**src/rtl/l1_mem_port_arbiter.sv**
```systemverilog
// Two-requester arbiter for the single line-wide memory port (L1 DM cache and victim cache).
// One transaction at a time: IDLE -> BUSY -> GAP -> IDLE, round-robin with a same-line write-first override.
module l1_mem_port_arbiter #(
   parameter int ADDR_WIDTH     = 32,
   parameter int LINE_BYTES     = 16,
   parameter int TIMEOUT_CYCLES = 255
) (
   input  logic                      clk,
   input  logic                      rst,
   input  logic                      r0_req_valid,
   input  logic                      r0_req_rw,
   input  logic [ADDR_WIDTH-1:0]     r0_req_addr,
   input  logic [LINE_BYTES*8-1:0]   r0_req_wdata,
   output logic                      r0_resp_valid,
   output logic [LINE_BYTES*8-1:0]   r0_resp_rdata,
   input  logic                      r1_req_valid,
   input  logic                      r1_req_rw,
   input  logic [ADDR_WIDTH-1:0]     r1_req_addr,
   input  logic [LINE_BYTES*8-1:0]   r1_req_wdata,
   output logic                      r1_resp_valid,
   output logic [LINE_BYTES*8-1:0]   r1_resp_rdata,
   output logic                      mem_req_valid,
   output logic                      mem_req_rw,
   output logic [ADDR_WIDTH-1:0]     mem_req_addr,
   output logic [LINE_BYTES*8-1:0]   mem_req_wdata,
   input  logic                      mem_resp_valid,
   input  logic [LINE_BYTES*8-1:0]   mem_resp_rdata,
   output logic                      busy,
   output logic                      grant_id,
   output logic                      timeout_err
);

   localparam int LINE_W      = LINE_BYTES * 8;
   localparam int OFFSET_BITS = $clog2(LINE_BYTES);

   localparam logic [15:0] TIMEOUT_LIMIT = 16'(TIMEOUT_CYCLES);
   localparam bit          TIMEOUT_EN    = (TIMEOUT_CYCLES != 0);

   localparam logic [1:0] ST_IDLE = 2'd0;
   localparam logic [1:0] ST_BUSY = 2'd1;
   localparam logic [1:0] ST_GAP  = 2'd2;

   logic [1:0]            state_q, state_d;
   logic                  last_grant_q, last_grant_d;
   logic                  grant_id_q, grant_id_d;
   logic                  timeout_err_q, timeout_err_d;
   logic [15:0]           count_q, count_d;
   logic                  rw_q, rw_d;
   logic [ADDR_WIDTH-1:0] addr_q, addr_d;
   logic [LINE_W-1:0]     wdata_q, wdata_d;

   logic                  same_line;
   logic                  winner;
   logic                  in_busy;
   logic                  resp_fire;

   // Winner selection: lone requester, then same-line write-first, then round-robin.
   always_comb begin
      same_line = (r0_req_addr[ADDR_WIDTH-1:OFFSET_BITS] == r1_req_addr[ADDR_WIDTH-1:OFFSET_BITS]);
      if (r0_req_valid && !r1_req_valid) begin
         winner = 1'b0;
      end else if (!r0_req_valid && r1_req_valid) begin
         winner = 1'b1;
      end else if (same_line && (r0_req_rw != r1_req_rw)) begin
         winner = r1_req_rw;
      end else begin
         winner = ~last_grant_q;
      end
   end

   always_comb begin
      state_d       = state_q;
      last_grant_d  = last_grant_q;
      grant_id_d    = grant_id_q;
      timeout_err_d = timeout_err_q;
      count_d       = count_q;
      rw_d          = rw_q;
      addr_d        = addr_q;
      wdata_d       = wdata_q;
      case (state_q)
         ST_IDLE: begin
            if (r0_req_valid || r1_req_valid) begin
               grant_id_d = winner;
               rw_d       = winner ? r1_req_rw    : r0_req_rw;
               addr_d     = winner ? r1_req_addr  : r0_req_addr;
               wdata_d    = winner ? r1_req_wdata : r0_req_wdata;
               count_d    = '0;
               state_d    = ST_BUSY;
            end
         end
         ST_BUSY: begin
            if (mem_resp_valid) begin
               last_grant_d = grant_id_q;
               state_d      = ST_GAP;
            end else begin
               // Saturating wait counter; a timeout only flags, the transaction keeps waiting.
               if (count_q != 16'hFFFF) begin
                  count_d = count_q + 16'd1;
               end
               if (TIMEOUT_EN && (count_d >= TIMEOUT_LIMIT)) begin
                  timeout_err_d = 1'b1;
               end
            end
         end
         ST_GAP: begin
            state_d = ST_IDLE;
         end
         default: begin
            state_d = ST_IDLE;
         end
      endcase
   end

   always_ff @(posedge clk or posedge rst) begin
      if (rst) begin
         state_q       <= ST_IDLE;
         last_grant_q  <= 1'b1;
         grant_id_q    <= 1'b0;
         timeout_err_q <= 1'b0;
         count_q       <= '0;
         rw_q          <= 1'b0;
         addr_q        <= '0;
         wdata_q       <= '0;
      end else begin
         state_q       <= state_d;
         last_grant_q  <= last_grant_d;
         grant_id_q    <= grant_id_d;
         timeout_err_q <= timeout_err_d;
         count_q       <= count_d;
         rw_q          <= rw_d;
         addr_q        <= addr_d;
         wdata_q       <= wdata_d;
      end
   end

   // Memory responses are only meaningful while a transaction is outstanding.
   always_comb begin
      in_busy       = (state_q == ST_BUSY);
      resp_fire     = in_busy && mem_resp_valid;
      busy          = in_busy;
      grant_id      = grant_id_q;
      timeout_err   = timeout_err_q;
      mem_req_valid = in_busy;
      mem_req_rw    = in_busy ? rw_q    : 1'b0;
      mem_req_addr  = in_busy ? addr_q  : '0;
      mem_req_wdata = in_busy ? wdata_q : '0;
      r0_resp_valid = resp_fire && !grant_id_q;
      r1_resp_valid = resp_fire &&  grant_id_q;
      r0_resp_rdata = r0_resp_valid ? mem_resp_rdata : '0;
      r1_resp_rdata = r1_resp_valid ? mem_resp_rdata : '0;
   end

endmodule
```
**config.mk**
```make
export PLATFORM = sky130hd
export DESIGN_NAME = l1_mem_port_arbiter
export DESIGN_NICKNAME = d
export VERILOG_FILES = /design/src/rtl/l1_mem_port_arbiter.sv
export SDC_FILE = /design/constraint.sdc
export NUM_CORES = 1
export LEC_CHECK = 0
export CAP_MARGIN = 20
export CORE_AREA = 10 10 333 335
export DETAILED_ROUTE_END_ITERATION = 10
export DIE_AREA = 0 0 343 345
export PLACE_DENSITY_LB_ADDON = 0.1
export SYNTH_ARGS = -nofsm -noshare
export SYNTH_HDL_FRONTEND = slang
export SYNTH_SLANG_ARGS = --single-unit
```
**constraint.sdc**
```tcl
create_clock -name clk -period 7.26 [get_ports clk]
set_input_delay 1.452 -clock clk [delete_from_list [all_inputs] [get_ports clk]]
set_output_delay 1.452 -clock clk [all_outputs]
set_load 0.03 [all_outputs]
```
==> results.tsv <==
stage	metric	value	unit
outcome	outcome	finished, final reports clean	
cts	clk sinks	182	
cts	total setup buffers inserted after CTS	0	
sta	setup TNS	0	ps
placed_design	number of port buffers	877	
sta	final worst path period share	75.5	%
sta	slew at the pin closest to its max-slew limit	1140	ps
critical_path	critical path class	in2out	
cts	number of hold buffers added after CTS	0	
global_route	pin count of the biggest net entering global routing	187	
finish	fillers	11500	
floorplanning	DIE WIDTH	343	um
detailed_routing	Post-Route WL	104	mm
worst_hold_path	Hold Path End	rw_q	
finish	share of layout cells above drive strength 1	4.04	%
cts	Max clock buf depth	2	
cts	TritonCTS Buffers	17	
global_route	grt total ovfl	0	
finish	# nets final	2794	
sta	worst hold slack	491	ps
synthesis	Synth Area per Inst	8.34	sq um
synthesis	Primary FF master, synth	dfrtp_1	
synthesis	leading area contributor after synthesis	dfrtp_1	
floorplanning	core area	104000	sq um
global_route	GR Util All Layers	17.0	%
synthesis	Yosys warning count	0	
flow_run	MaxCap Viol Count	0	
detailed_routing	via count	15200	
sta	RSZ-0062 raised after global routing	false	
detailed_routing	vias per cell	4.04	
sta	final setup vio count	0	
cts	clk slew on worst S/H paths	80	ps
cts	H-tree levels	4	
cts	CTS tree	done	
detailed_routing	Initial DRT Pass Iterations	7	
detailed_routing	ANT nets after route	0	
placed_design	HPWL Detailed	82.5	mm
floorplanning	Initial Util	12.7	%
finish	Area Overhead vs Synth	81.4	%
synthesis	register bit count reported by yosys	182	
finish	post-layout util	23.0	%
sta	Layout Skew	17.1	ps
sta	final number of hold-violating endpoints	0	
synthesis	area share of the largest cell type after synthesis	34.3	%
pwr	Max VDD drop	0.292	mV
global_route	vias in the first global route	16200	
floorplanning	FP Rows	119	
critical_path	r2r setup slk	3860	ps
pwr	Total Power	8.67	mW
synthesis	post-synthesis cell type count	50	
global_route	global-route wire length before repair	140	mm
synthesis	asr flop ratio synth	100	%
pwr	leak pwr	8.72	nW
critical_path	crit-path cells	clkdlybuf4s50_1, and3_4, buf_12, and2_1, clkdlybuf4s50_1	
critical_path	element type at the critical path start	input port	
floorplanning	IO Pins	878	
cts	Clock Latency Late Sink	510	ps
critical_path	worst r2r src	last_grant_q	
detailed_routing	1st-iter DRT viols	919	
synthesis	Gate Count Post-Synth	1584	
worst_hold_path	Worst Min Path Start	rw_q	
critical_path	FF-to-FF path depth	6	
critical_path	kind of cell adding the most delay to the critical path	buffers and inverters	
cts	cts repair resizes	0	
synthesis	Seq/Total Area, Yosys	34.5	%
floorplanning	DIE AREA	118000	sq um
global_route	initial antenna violation count	31	
placed_design	RD Place Congestion	0.876	
sta	Slew headroom	24.1	%
sta	Max Clk Rate	0.182	GHz
worst_hold_path	worst hold-check path type	reg2reg	
synthesis	syn_nets	2040	
critical_path	worst reg2reg endpoint	wdata_q[6]	
worst_hold_path	hold depth	2	
pwr	power per cell area	362	nW/um^2
critical_path	most used cell, CP	clkdlybuf4s50_1	
detailed_routing	WL per Instance	27.7	um
synthesis	Post-synth EDFFs	0	
placed_design	Placed Area	23300	sq um
sta	fin. max-slew vios	0	
critical_path	Crit path required time	5810	ps
detailed_routing	# DRC	0	
critical_path	Setup crit end kind	output port	
sta	fin crit period	5480	ps
synthesis	largest cells by area after synthesis	dfrtp_1 (34%), and2_1 (20%), o311a_1 (10%)	
critical_path	Critical Path Slowest Stage Cell	clkdlybuf4s50_1	
critical_path	Worst Path Max Fanout	68	
critical_path	sum of buffers and inverters on the critical path	3	
critical_path	CP peak stage delay	700	ps
floorplanning	chip height	345	um
synthesis	Mapped Area	13200	sq um
cts	CTS root buf	clkbuf_16	
finish	Final Instance Area	24000	sq um
critical_path	WP data arrival	4030	ps
==> placed cells by master, fill, tap and decap left out, drive strengths merged, types with 17 or more instances in the layout <==
cell,synthesis,final
nand2b,135,135
clkdlybuf4s50,0,877
clkbuf,137,23
o311a,132,132
mux2i,31,31
and2,417,417
buf,26,21
nand4,18,18
dfrtp,181,181
nand2,19,19
nor2,175,175
xnor2,29,29
a31oi,33,33
diode,0,17
o21ai,148,148
o221a,28,28
==> report_power, final <==
group | switching, mW | total (mW) | internal [mW]
logic | 3.49 | 5.97 | 2.49
clock network | 0.511 | 1.02 | 0.513
registers | 0.200 | 1.67 | 1.47
==> worst max path at each step <==
stage	from	slack [ps]	endpoint	depth (start not counted)
2_1_floorplan	rst	870	addr_q[0]	1
3_3_place_gp	mem_resp_valid	1480	r0_resp_rdata[28]	6
3_5_place_dp	mem_resp_valid	1430	r0_resp_rdata[79]	6
4_1_cts	mem_resp_valid	1420	r0_resp_rdata[79]	6
5_1_grt	mem_resp_valid	1610	r1_resp_rdata[40]	5
6_report	mem_resp_valid	1780	r1_resp_rdata[40]	5
==> sequential cells by signal (all words and copies together), names as in the netlist <==
name and count:
addr_q 32, state_q 2, count_q 16, grant_id 1, timeout_err 1, rw_q 1
wdata_q 128, last_grant_q 1
==> synthesized netlist by cell type (3+ instances only) <==
| cell type | number |
|---|---|
| and2_1 | 417 |
| dfrtp_1 | 181 |
| nor2_1 | 175 |
| o21ai_0 | 148 |
| clkbuf_1 | 137 |
| nand2b_1 | 135 |
| o311a_1 | 132 |
| a31oi_1 | 33 |
| mux2i_1 | 31 |
| xnor2_1 | 29 |
| o221a_2 | 28 |
| nand2_1 | 19 |
| nand4_1 | 18 |
| buf_2 | 17 |
| a21oi_1 | 10 |
| buf_6 | 8 |
| and3_1 | 7 |
| nor3_1 | 6 |
| a21o_1 | 5 |
| inv_1 | 5 |
| nand3_1 | 3 |
| nor2b_1 | 3 |
| nor4_1 | 3 |
==> layout make-up <==
cell class,count,area (sq um),share of cell area (%)
flip-flops and latches,182,4560,19.0
clock buffers,23,488,2.04
multi-input cells,1234,7990,33.3
repair buffers,898,9040,37.7
diodes,17,42.5,0.177
clock inverters,9,91.3,0.381
inverters,5,26.3,0.110
well taps,1391,1740,7.26
==> worst register-to-register path, cell delays in order, from the launching register on <==
cell     delay [ps]
dfstp_2         410
a21o_2          530
a21oi_4         290
buf_4           760
buf_4           800
o21ai_0         330
o311a_1         180
==> layer usage <==
| layer | track usage (%) | part of all wire [%] | vias up |
|---|---|---|---|
| li1 | - | - | 7035 |
| met1 | 19.8 | 40 | 7491 |
| met2 | 28.4 | 48 | 584 |
| met3 | 6.75 | 9.6 | 85 |
| met4 | 4.81 | 2.2 | 10 |
| met5 | 0 | 0.060 | - |
==> cells by family after synthesis <==
logic type | Yosys count | share of synthesized area [%]
simple gates | 798 | 34.3
compound gates | 372 | 21.3
flops | 182 | 34.5
buf+inv | 168 | 5.42
mux | 33 | 2.52
xor+xnor | 30 | 1.99
fa+ha+maj | 1 | 0.0947
==> per-stage QoR <==
step | setup WS (ps) | instances
finish | 1780 | 3759
global route | 1610 | 3751
CTS | 1420 | 3741
detailed placement | 1430 | 3709
global placement | 1480 | 3709
floorplan | 866 | 1584
No activity file was read; power rests on OpenSTA's default activity.
